### config.mk
export PLATFORM = sky130hd
export DESIGN_NAME = pcileech_eth_rmii_tx
export DESIGN_NICKNAME = d
export VERILOG_FILES = /design/src/rtl/pcileech_eth_pkg.sv /design/src/rtl/pcileech_eth_crc32_d2.sv /design/src/rtl/pcileech_eth_rmii_tx.sv
export SDC_FILE = /design/constraint.sdc
export NUM_CORES = 1
export LEC_CHECK = 0
export ABC_AREA = 1
export CAP_MARGIN = 0
export CORE_MARGIN = 2
export CORE_UTILIZATION = 60
export DETAILED_ROUTE_END_ITERATION = 6
export PLACE_DENSITY = 0.76
export SLEW_MARGIN = 20
export SYNTH_ARGS = -nofsm -noshare
export SYNTH_HDL_FRONTEND = slang
export SYNTH_SLANG_ARGS = --single-unit
### constraint.sdc
create_clock -name clk -period 2 [get_ports clk]
set_input_delay 0.4 -clock clk [delete_from_list [all_inputs] [get_ports clk]]
set_output_delay 0.4 -clock clk [all_outputs]
set_load 0.005 [all_outputs]
### src/rtl/pcileech_eth_pkg.sv
// Shared types, constants and CRC-32 step function for the ETH RMII paths.
package pcileech_eth_pkg;

  typedef enum logic [2:0] {
    ST_IDLE,
    ST_PRE,
    ST_SFD,
    ST_DATA,
    ST_PAD,
    ST_FCS,
    ST_ABORT,
    ST_IFG
  } eth_tx_state_t;

  localparam logic [7:0]  ETH_PREAMBLE_BYTE = 8'h55;
  localparam logic [7:0]  ETH_SFD_BYTE      = 8'hD5;
  localparam logic [31:0] ETH_CRC32_POLY    = 32'hEDB88320;
  localparam logic [31:0] ETH_CRC32_INIT    = 32'hFFFFFFFF;

  // Reflected CRC-32 advanced by one dibit; d[0] is the earlier bit on the wire.
  function automatic logic [31:0] crc32_dibit(input logic [31:0] crc, input logic [1:0] d);
    logic [31:0] c;
    c = crc;
    for (int i = 0; i < 2; i++) begin
      if (c[0] ^ d[i]) c = (c >> 1) ^ ETH_CRC32_POLY;
      else             c = c >> 1;
    end
    return c;
  endfunction

  function automatic logic [1:0] dibit_sel(input logic [7:0] b, input logic [1:0] idx);
    return b[{idx, 1'b0} +: 2];
  endfunction

endpackage

### src/rtl/pcileech_eth_crc32_d2.sv
// Registered CRC-32 engine consuming one RMII dibit per clock; shared by TX and RX.
module pcileech_eth_crc32_d2
  import pcileech_eth_pkg::*;
(
  input  logic        clk,
  input  logic        rst_n,
  input  logic        init,
  input  logic        en,
  input  logic [1:0]  d,
  output logic [31:0] crc
);

  always_ff @(posedge clk or negedge rst_n) begin
    if (!rst_n)    crc <= ETH_CRC32_INIT;
    else if (init) crc <= ETH_CRC32_INIT;
    else if (en)   crc <= crc32_dibit(crc, d);
  end

endmodule

### src/rtl/pcileech_eth_rmii_tx.sv
// RMII MAC transmit framer: preamble/SFD, optional pad (PCILEECH_ETH_TX_PAD_EN),
// CRC-32 FCS and inter-frame gap, one dibit per 50 MHz clock.
module pcileech_eth_rmii_tx
  import pcileech_eth_pkg::*;
#(
  parameter int PARAM_PREAMBLE_BYTES = 7,
  parameter int PARAM_IFG_BYTES      = 12,
  parameter int PARAM_MIN_FRAME      = 60
) (
  input  logic       clk,
  input  logic       rst_n,
  input  logic [7:0] tx_data,
  input  logic       tx_valid,
  input  logic       tx_last,
  output logic       tx_ready,
  output logic       eth_tx_en,
  output logic [1:0] eth_tx_data,
  output logic       tx_busy,
  output logic       tx_underrun
);

`ifdef PCILEECH_ETH_TX_PAD_EN
  localparam bit PAD_EN = 1'b1;
`else
  localparam bit PAD_EN = 1'b0;
`endif

  localparam int          IFG_CYC  = PARAM_IFG_BYTES * 4;
  localparam logic [10:0] MIN_CNT  = 11'(PARAM_MIN_FRAME);
  localparam logic [15:0] PRE_LAST = 16'(PARAM_PREAMBLE_BYTES - 1);
  // The IDLE cycle that samples tx_valid is the last gap cycle, so IFG itself is one short.
  localparam logic [15:0] IFG_LAST = 16'(IFG_CYC - 2);

  eth_tx_state_t state, state_n;
  logic [1:0]  dc;
  logic [15:0] sub_cnt, sub_cnt_n;
  logic [10:0] byte_cnt;
  logic [7:0]  cur_byte;
  logic        last_seen;
  logic [1:0]  dibit;
  logic        crc_init, crc_en;
  logic [31:0] crc, fcs;
  logic        active, accept, pad_byte;

  pcileech_eth_crc32_d2 u_crc (
    .clk   (clk),
    .rst_n (rst_n),
    .init  (crc_init),
    .en    (crc_en),
    .d     (dibit),
    .crc   (crc)
  );

  assign fcs         = ~crc;
  assign active      = (state == ST_PRE) || (state == ST_SFD) || (state == ST_DATA) ||
                       (state == ST_PAD) || (state == ST_FCS);
  assign accept      = tx_ready & tx_valid;
  assign pad_byte    = (state == ST_PAD) && (dc == 2'd3);
  assign tx_busy     = (state != ST_IDLE);
  assign tx_underrun = (state == ST_ABORT);

  always_comb begin
    state_n   = state;
    sub_cnt_n = sub_cnt;
    tx_ready  = 1'b0;
    dibit     = 2'b00;
    crc_init  = 1'b0;
    crc_en    = 1'b0;
    case (state)
      ST_IDLE: begin
        crc_init  = 1'b1;
        sub_cnt_n = '0;
        if (tx_valid) state_n = ST_PRE;
      end
      ST_PRE: begin
        dibit = dibit_sel(ETH_PREAMBLE_BYTE, dc);
        if (dc == 2'd3) begin
          if (sub_cnt >= PRE_LAST) begin
            sub_cnt_n = '0;
            state_n   = ST_SFD;
          end else begin
            sub_cnt_n = sub_cnt + 16'd1;
          end
        end
      end
      ST_SFD: begin
        dibit = dibit_sel(ETH_SFD_BYTE, dc);
        if (dc == 2'd3) begin
          tx_ready = 1'b1;
          state_n  = tx_valid ? ST_DATA : ST_ABORT;
        end
      end
      ST_DATA: begin
        dibit  = dibit_sel(cur_byte, dc);
        crc_en = 1'b1;
        if (dc == 2'd3) begin
          if (last_seen) begin
            state_n = (PAD_EN && (byte_cnt < MIN_CNT)) ? ST_PAD : ST_FCS;
          end else begin
            tx_ready = 1'b1;
            state_n  = tx_valid ? ST_DATA : ST_ABORT;
          end
        end
      end
`ifdef PCILEECH_ETH_TX_PAD_EN
      ST_PAD: begin
        crc_en = 1'b1;
        if ((dc == 2'd3) && (byte_cnt >= MIN_CNT - 11'd1)) state_n = ST_FCS;
      end
`endif
      ST_FCS: begin
        dibit = fcs[{sub_cnt[1:0], dc, 1'b0} +: 2];
        if (dc == 2'd3) begin
          if (sub_cnt[1:0] == 2'd3) begin
            sub_cnt_n = '0;
            state_n   = ST_IFG;
          end else begin
            sub_cnt_n = sub_cnt + 16'd1;
          end
        end
      end
      ST_ABORT: begin
        // The abort cycle already counts toward the gap.
        sub_cnt_n = 16'd1;
        state_n   = ST_IFG;
      end
      ST_IFG: begin
        if (sub_cnt >= IFG_LAST) begin
          sub_cnt_n = '0;
          state_n   = ST_IDLE;
        end else begin
          sub_cnt_n = sub_cnt + 16'd1;
        end
      end
      default: state_n = ST_IDLE;
    endcase
  end

  always_ff @(posedge clk or negedge rst_n) begin
    if (!rst_n) begin
      state       <= ST_IDLE;
      dc          <= 2'd0;
      sub_cnt     <= '0;
      byte_cnt    <= '0;
      cur_byte    <= '0;
      last_seen   <= 1'b0;
      eth_tx_en   <= 1'b0;
      eth_tx_data <= 2'b00;
    end else begin
      state       <= state_n;
      sub_cnt     <= sub_cnt_n;
      dc          <= active ? dc + 2'd1 : 2'd0;
      eth_tx_en   <= active;
      eth_tx_data <= active ? dibit : 2'b00;
      if (state == ST_IDLE) begin
        byte_cnt  <= '0;
        last_seen <= 1'b0;
      end else begin
        if ((accept || pad_byte) && (byte_cnt != 11'h7FF)) byte_cnt <= byte_cnt + 11'd1;
        if (accept) begin
          cur_byte  <= tx_data;
          last_seen <= tx_last;
        end
      end
    end
  end

endmodule

# After elaboration in Yosys (flattened, before gate mapping)
# Index checks and enable logic that the tools add are counted.
# totals
register_bits	65
in_bits	12
out_inout_bits	6
# classes
addsub	2
order_cmp	2
n_eq_ne	17
shifts	4
n_mux	34
bitwise_logic	7
n_reduce_logical	12
# op_table
operator	n
$mux 32	6
$mux 16	5
$pmux 16 s5	1
$not 32->32	1
$shiftx 32x6->2	1
$mux 3	10
$not 13->14	2
$pmux 3 s7	1
$add 16x1->16 const B	1
$ge 16x3->1 const B	1
$ge 16x6->1 const B	1
$shiftx 8x4->2 const A	2
$eq 3x3->1 const B	4
$ne 2x1->1 const B	6
$pmux 2 s4	1
$reduce_and 8->1	1
$shiftx 8x4->2	1
$mux 1	7
$eq 3x2->1 const B	2
$reduce_bool 5->1	1
$eq 2x2->1 const B	2
$logic_or 1x1->1	4
$mux 2	2
$ne 2x2->1 const B	2
other kinds (11)	13

# Longest topological paths before layout
# Gate-level depths: netlist of run 1.
# depth
depth_word	11
ltp_mapped	17

# Modules after synthesis
# A second synthesis of run 1 with hierarchy kept.
# hier_totals
hier_cells	538
hier_area_um2	3957.5
# by_module_without_submodules
module	n_inst	cells_each	area_per_inst_um2	seq_area_each_um2
pcileech_eth_rmii_tx	1	349	2328.5	825.8
pcileech_eth_crc32_d2	1	189	1629.1	840.8

# Worst setup path before layout of run 1
# OpenSTA, ideal clock, no wires.
# synth_path
path_kind	register -> register
start	reg sub_cnt[0]
end	reg sub_cnt[3]
setup_ns	0.113
t_arrival_ns	1.565
setup_slack_ns	0.322
stages_incl_launch_ff	9
path_buffers	0
period_less_slack_ns	1.678
cell_sequence	dfrtp_1 inv_1 ha_1 a211oi_1 o21ai_1 o21ai_2 nor2_2 or2_1 inv_1
# synth_between
elab_chain_len	4
word_cells_on_any_way	10
cone_classes	add/sub: 1; order compare: 2; eq/ne: 1; mux: 6
# synth_lines
item	line_no	source
start: declaration	pcileech_eth_rmii_tx.sv:36	logic [15:0] sub_cnt, sub_cnt_n;
start signal: assignment	pcileech_eth_rmii_tx.sv:151	sub_cnt <= sub_cnt_n;
$add 16x1->16, or another cell as far along	pcileech_eth_rmii_tx.sv:82, pcileech_eth_rmii_tx.sv:118, pcileech_eth_rmii_tx.sv:132	
$mux 16, on equally long branches	pcileech_eth_rmii_tx.sv:114, pcileech_eth_rmii_tx.sv:78	
$mux 16, on equally long branches	pcileech_eth_rmii_tx.sv:113, pcileech_eth_rmii_tx.sv:77	
$pmux 16 s5 (*)	pcileech_eth_rmii_tx.sv:69	case (state)
# Mark *: on every way between the ends. The rest lies on a longest branch, timed or not. The select of a mux whose other input is x is not followed.
# A chain may end at the register's enable or synchronous reset.

# Final worst setup path of run 1
# layout_path
start	reg state[1]
end	reg u_crc.crc[4]
# layout_between
elab_chain_len	9
word_cells_on_any_way	16
cone_classes	eq/ne: 4; mux: 9; bitwise: 1; reduce/logical: 2
# layout_lines
item	line_no	source
start: declaration	pcileech_eth_rmii_tx.sv:34	eth_tx_state_t state, state_n;
start signal: assignment	pcileech_eth_rmii_tx.sv:150	state <= state_n;
$eq 3x3->1, or another cell as far along	pcileech_eth_rmii_tx.sv:69	
$pmux 2 s4	pcileech_eth_rmii_tx.sv:69	
$xor 1x1->1	pcileech_eth_pkg.sv:25	if (c[0] ^ d[i]) c = (c >> 1) ^ ETH_CRC32_POLY;
$mux 32	pcileech_eth_pkg.sv:25	
$mux 32	pcileech_eth_crc32_d2.sv:16	else if (en) crc <= crc32_dibit(crc, d);
$mux 32	pcileech_eth_crc32_d2.sv:15	else if (init) crc <= ETH_CRC32_INIT;
$mux 32	pcileech_eth_pkg.sv:25	
$mux 32	pcileech_eth_crc32_d2.sv:16	
$mux 32	pcileech_eth_crc32_d2.sv:15	
end signal: assignment	pcileech_eth_crc32_d2.sv:16	
end: declaration	pcileech_eth_crc32_d2.sv:10	output logic [31:0] crc
# Several ways; a longest one is shown, not always the timed one. The select of a mux whose other input is x is not followed.

==> results.json, run 1 <==
{
  "synthTopCellsByArea": "dfstp_2, dfrtp_1, nand2_1, nand3_1, inv_1",
  "routed_via_density": 5.634,
  "ys_ff_latch": 65,
  "clockPowerShare_pct": 12.3,
  "power_density_nw_per_um2": 1804,
  "htreeDepth": 3,
  "synthDistinctLibCells": 45,
  "synth_top_area_share_pct": 21.44,
  "critical_path_class": "reg2reg",
  "globalplace.congestion": 0.9206,
  "clock_latency_ps": 360,
  "synth_warnings": 0,
  "drt-pass1-iter-count": 5,
  "rows": 29,
  "clkTransAtPathRegs_ps": 70,
  "postSynthNetCount": 517,
  "grt_max_degree": 49,
  "grt.total_usage_pct": 27.32,
  "routed_wl_mm": 9.581,
  "max_freq_mhz": 513.6,
  "layout_min_cycle_time_ps": 1947,
  "grt_pass1_wl_mm": 15.44,
  "path_max_fanout": 8,
  "crit_path_start_kind": "register",
  "fillCellCount": 484,
  "cp_top_family": "simple AND/OR/NAND/NOR gates",
  "die_width_um": 84.84,
  "netlist_area_sq_um": 3921,
  "ys_async_sr_fraction_pct": 100.0,
  "hold_path.class": "reg2reg",
  "synthCells": 501,
  "drv_cap": 0,
  "cp_cell_sequence": "buf_6 > inv_4 > nor2_2 > nand2_2 > buf_6 > nand3_2 > nand2_2 > nand3_2 > nand2_4 > nand2_4 > nand2_8 > nand2_8 > clkinv_8 > nand2_2 > nand3_1 > o21ai_1 > inv_1",
  "hold_violations": 0,
  "antenna_left": 0,
  "routedWlPerCell_um": 15.26,
  "drv_slew": 0,
  "endpoint_kind": "register",
  "yosys.area.top_type": "dfstp_2",
  "cts_sinks": 65,
  "dp_slack_ps": 111.2,
  "cpMostUsedCell": "nand2_2",
  "diodes": 0,
  "ios": 18,
  "worst_pin_slew_ps": 430.5,
  "power_leakage_nw": 2.279,
  "peakVddDrop_mv": 1.519,
  "vias": 3538,
  "fin_ws_ps": 52.97,
  "setup_violations": 0,
  "synth.most_common_cell": "nand2_1",
  "power_mw": 8.365,
  "whs_ps": 497.3,
  "port_buffers": 17,
  "area_delta_synth_final_pct": 18.28,
  "cp.required_ps": 2280,
  "dieArea_sq_um": 7198,
  "status": "completed",
  "synth_ff_type": "dfrtp_1",
  "switching_share_pct": 48.86,
  "coreArea_sq_um": 6350,
  "grt_antenna_before_repair": 0,
  "grt_pass1_vias": 3290,
  "cts_tree": "built",
  "combPwrFrac_pct": 60.0,
  "grt_setup_unrepaired": "true",
  "synth-edff-count": 0,
  "p_int_mw": 4.278,
  "post-route-period-util_pct": 97.35,
  "drive_gt1_share_pct": 27.95,
  "crit_buf_inv": 5,
  "arrival_ps": 2230,
  "cts_made_buffers": 9,
  "slew_headroom_pct": 71.30,
  "synth_seq_area_share_pct": 42.50,
  "die_height_um": 84.84,
  "p_seq_share_pct": 27.7,
  "drt_iter0_markers": 269,
  "nNetsFinal": 562,
  "final_cells": 628,
  "finalSetupTns_ps": 0,
  "switching_power_mw": 4.087,
  "clockBufferDepth": 2,
  "final.setup_skew_ps": 8.989,
  "synth_commonest_cells": "nand2_1, inv_1, nand3_1",
  "drc": 0,
  "clockRootBuffer": "clkbuf_8",
  "initial_core_util_pct": 61.75,
  "cp_slowest_cell": "dfrtp_2",
  "max_stage_delay_ps": 370,
  "syn_area_per_cell_sq_um": 7.827,
  "dp_hpwl_mm": 6.102,
  "grt_overflow": 0,
  "dp_cells": 597
}
## through the flow
| stage | util [%] | instance area, sq um |
|---|---|---|
| final | 73.04 | 4638 |
| after global routing | 73.04 | 4638 |
| after CTS | 69.89 | 4438 |
| after detailed placement | 66.17 | 4202 |
| after global placement | 66.17 | 4202 |
| after floorplan | - | 3921 |
## cell families after synthesis
group | count (synthesis) | share of synthesized area, %
AOI/OAI and AO/OA | 65 | 9.764
xor gates and xnor gates | 3 | 0.6702
buffers and inverters | 98 | 11.10
muxes | 8 | 2.297
adders and majority gates | 4 | 1.276
DFF | 65 | 42.50
and+or+nand+nor | 258 | 32.39
## per-layer routing
metal	part of all wire, %	track usage [%]	vias up
met4	2.2	9.957	0
met1	43	35.48	1666
met5	0	0	-
li1	-	-	1708
met3	6.0	5.545	25
met2	48	45.60	139
## path summary, 6_finish.rpt
check | startpoint | depth (start not counted) | to | slack (ps)
max in group asynchronous | rst_n | 3 | u_crc.crc[11] | 830
min reg2reg | u_crc.crc[13] | 2 | u_crc.crc[13] | 500
max | state[1] | 17 | u_crc.crc[4] | 50
min | u_crc.crc[13] | 2 | u_crc.crc[13] | 500
max reg2reg | state[1] | 17 | u_crc.crc[4] | 50
min in group asynchronous | rst_n | 2 | eth_tx_data[0] | 520
## layout by cell type (no fill, tap or decap), types with 7 or more instances in the layout
master / n
nand3_2: 11
dfstp_2: 32
nand3_1: 62
o21ai_1: 14
dfrtp_1: 30
nand2_2: 22
a21oi_1: 13
nor2_1: 27
buf_4: 21
nand2_4: 8
o21ai_0: 14
mux2_2: 8
nand2_1: 102
inv_1: 75
a22oi_1: 7
nor3_1: 7
clkdlybuf4s50_1: 13
clkbuf_8: 11
## power by group through the flow
stage          Combinational (mW)  Clock, mW  Sequential [mW]
3_3_place_gp                 4.28          0             2.30
5_1_grt                      5.56       1.09             2.37
4_1_cts                      4.49       1.04             2.28
6_report                     5.02       1.03             2.32
2_1_floorplan                3.46          0             2.21
3_5_place_dp                 4.36          0             2.32
## registers in the layout (all words and copies together) (netlist names)
signal       cells
eth_tx_data      2
dc               2
cur_byte         8
u_crc.crc       32
sub_cnt         16
last_seen        1
state            3
eth_tx_en        1
## timing repair
item / CTS / global route
setup endpoints to repair: 3 / 24
resized for setup: 7 / 36
hold buffers: 1 / 0
gates cloned: 0 / 3
pin swaps: 2 / 11
endpoints found under the hold margin: 1 / 0
setup buffers: 6 / 5
## tightest hold or removal path, cell delays in order, from the launching register on
cell	delay, ps
dfstp_2	370
inv_1	60
a22oi_1	70
## layout make-up
type                       count  area, sq um  area share [%]
tap                           77        96.34           2.077
sequential                    65         1670           36.01
timing repair buffer          46        407.9           8.794
multi-input combinational    339         1942           41.87
inverter                      85        347.8           7.499
clock buffer                  13        158.9           3.426
clock inverter                 3        15.01          0.3237
(Power assumes the default switching activity.)
==> run 2, diff against run 1 <==
- clock period: 2 -> 1.92 ns (I/O delays scaled with it)
==> run 2 against run 1 <==
  * The flow now finishes with violations (negative setup slack)
  * Setup slack worse by 54 ps
  * Maximum frequency up 1.3%
  * Via count down 0.25%
  * Total power up 3.6%
  * Final area down 0.11%
  * Sequential share of layout area about the same
  * Die area unchanged
  * Critical path type unchanged
  * Highest routed layer unchanged
==> results.json, run 2 (synthesized netlist as in run 1, its figures left out) <==
{
  "antenna_left": 0,
  "layout_min_cycle_time_ps": 1921,
  "drc": 0,
  "vias": 3529,
  "worst_pin_slew_ps": 569.3,
  "power_mw": 8.666,
  "diodes": 0,
  "cts_sinks": 65,
  "initial_core_util_pct": 61.75,
  "grt.total_usage_pct": 28.28,
  "cts_made_buffers": 9,
  "crit_end": "u_crc.crc[23]",
  "switching_share_pct": 48.82,
  "area_delta_synth_final_pct": 18.16,
  "dieArea_sq_um": 7198,
  "use_met2_pct": 48.89,
  "placed_cell_area_sq_um": 4264,
  "rows": 29,
  "grt_overflow": 0,
  "path_depth": 14,
  "cp_top_family": "simple AND/OR/NAND/NOR gates",
  "coreArea_sq_um": 6350,
  "drive_gt1_share_pct": 26.50,
  "clockRootBuffer": "clkbuf_8",
  "clockBufferDepth": 2,
  "critical_path_class": "reg2reg",
  "ios": 18,
  "path_max_fanout": 13,
  "arrival_ps": 2210,
  "drv_slew": 0,
  "drt_iter0_markers": 201,
  "peakVddDrop_mv": 1.376,
  "clkTransAtPathRegs_ps": 70,
  "slew_headroom_pct": 62.05,
  "grt_pass1_vias": 3536,
  "routed_wl_mm": 9.710,
  "drt-pass1-iter-count": 5,
  "power_leakage_nw": 2.251,
  "final_common_cell": "nand2_1",
  "cp.required_ps": 2210,
  "cp_slowest_cell": "dfrtp_1",
  "rr_worst_depth": 14,
  "globalplace.congestion": 0.8875,
  "final.setup_skew_ps": 8.659,
  "die_width_um": 84.84,
  "grt_max_degree": 28,
  "status": "finished with violations",
  "reg2reg_from": "state[0]",
  "p_seq_share_pct": 27.8,
  "power_density_nw_per_um2": 1870,
  "die_height_um": 84.84,
  "grt_pass1_wl_mm": 16.28,
  "setup_violations": 1,
  "drv_cap": 0,
  "fin_ws_ps": -1.095,
  "grt-busiest-layer": "met2",
  "grt_antenna_before_repair": 0,
  "use_met1_pct": 36.08,
  "post-route-period-util_pct": 100.1,
  "switching_power_mw": 4.230,
  "port_buffers": 17,
  "hold_violations": 0,
  "mostFrequentLayoutCells": "nand2_1, inv_1, nand3_1",
  "grt_setup_unrepaired": "true",
  "max_freq_mhz": 520.5,
  "hold_path.class": "in2async",
  "ff2ff_setup_slack_ps": -1,
  "clock_latency_ps": 340,
  "finalSetupTns_ps": -1.095,
  "routed_via_density": 5.619,
  "cp_cell_sequence": "buf_6 > nor2_4 > nand2_2 > buf_4 > nor3_1 > a21oi_2 > buf_4 > nand2_4 > nand2_4 > nand2_8 > nand3_1 > nand3_1 > nand2_1 > inv_1",
  "clockPowerShare_pct": 11.7,
  "r2r-end": "u_crc.crc[23]",
  "htreeDepth": 3,
  "crit_path_start_kind": "register",
  "crit_start": "state[0]",
  "nNetsFinal": 562,
  "reg_top3": "u_crc.crc x32, sub_cnt x16, cur_byte x8",
  "violations": "negative setup slack",
  "stdcell_area_sq_um": 4633,
  "largest_reg_flops": 32,
  "p_int_mw": 4.435,
  "whs_ps": 35.22,
  "routedWlPerCell_um": 15.46,
  "combPwrFrac_pct": 60.5,
  "grtUsageMet3_pct": 3.502,
  "cts_tree": "built",
  "max_stage_delay_ps": 390,
  "dp_hpwl_mm": 6.487,
  "crit_buf_inv": 4,
  "top_register": "u_crc.crc",
  "endpoint_kind": "register"
}
-- run 2: final cells by class --
type / count / area, sq um
Multi-Input combinational cell: 340 / 1953
Fill cell: 489 / 1717
Sequential cell: 65 / 1669
Timing Repair Buffer: 45 / 417.9
Inverter: 85 / 331.6
Clock buffer: 12 / 145.1
Tap cell: 77 / 96.34
Clock inverter: 4 / 20.02
-- run 2: worst min-delay path by stage --
stage                from          end  slack, ps  depth (start not counted)
finish              rst_n   sub_cnt[2]         40                          1
CTS                 rst_n   sub_cnt[1]         30                          1
detailed placement  rst_n        dc[0]        400                          1
floorplan           rst_n  cur_byte[0]         90                          0
global placement    rst_n        dc[1]        410                          1
global route        rst_n   sub_cnt[2]         60                          1
-- run 2: stage by stage --
stage,instances,util [%],worst slack (ps)
2_1_floorplan,501,-,241.7
3_3_place_gp,602,67.15,36.68
3_5_place_dp,602,67.15,23.34
4_1_cts,624,70.74,9.161
5_1_grt,628,72.97,-102.0
6_report,628,72.97,-1.095
-- run 2: power groups by stage --
| stage | Clock, mW | Sequential, mW | Combinational, mW |
|---|---|---|---|
| after global routing | 1.09 | 2.46 | 5.82 |
| after detailed placement | 0 | 2.40 | 4.72 |
| after floorplan | 0 | 2.30 | 3.60 |
| final | 1.02 | 2.41 | 5.24 |
| after CTS | 1.04 | 2.38 | 4.87 |
| after global placement | 0 | 2.38 | 4.59 |
-- run 2: timing repair --
item / CTS / global route
pin swaps: 9 / 3
hold buffers: 0 / 0
setup buffers: 5 / 3
resized for setup: 9 / 23
gates cloned: 1 / 1
setup endpoints to repair: 4 / 28
-- run 2: per-layer routing --
metal / up-vias / wire length (um)
li1: 1704 / -
met1: 1678 / 3991
met2: 118 / 5010
met3: 29 / 460
met4: 0 / 247
met5: - / 0
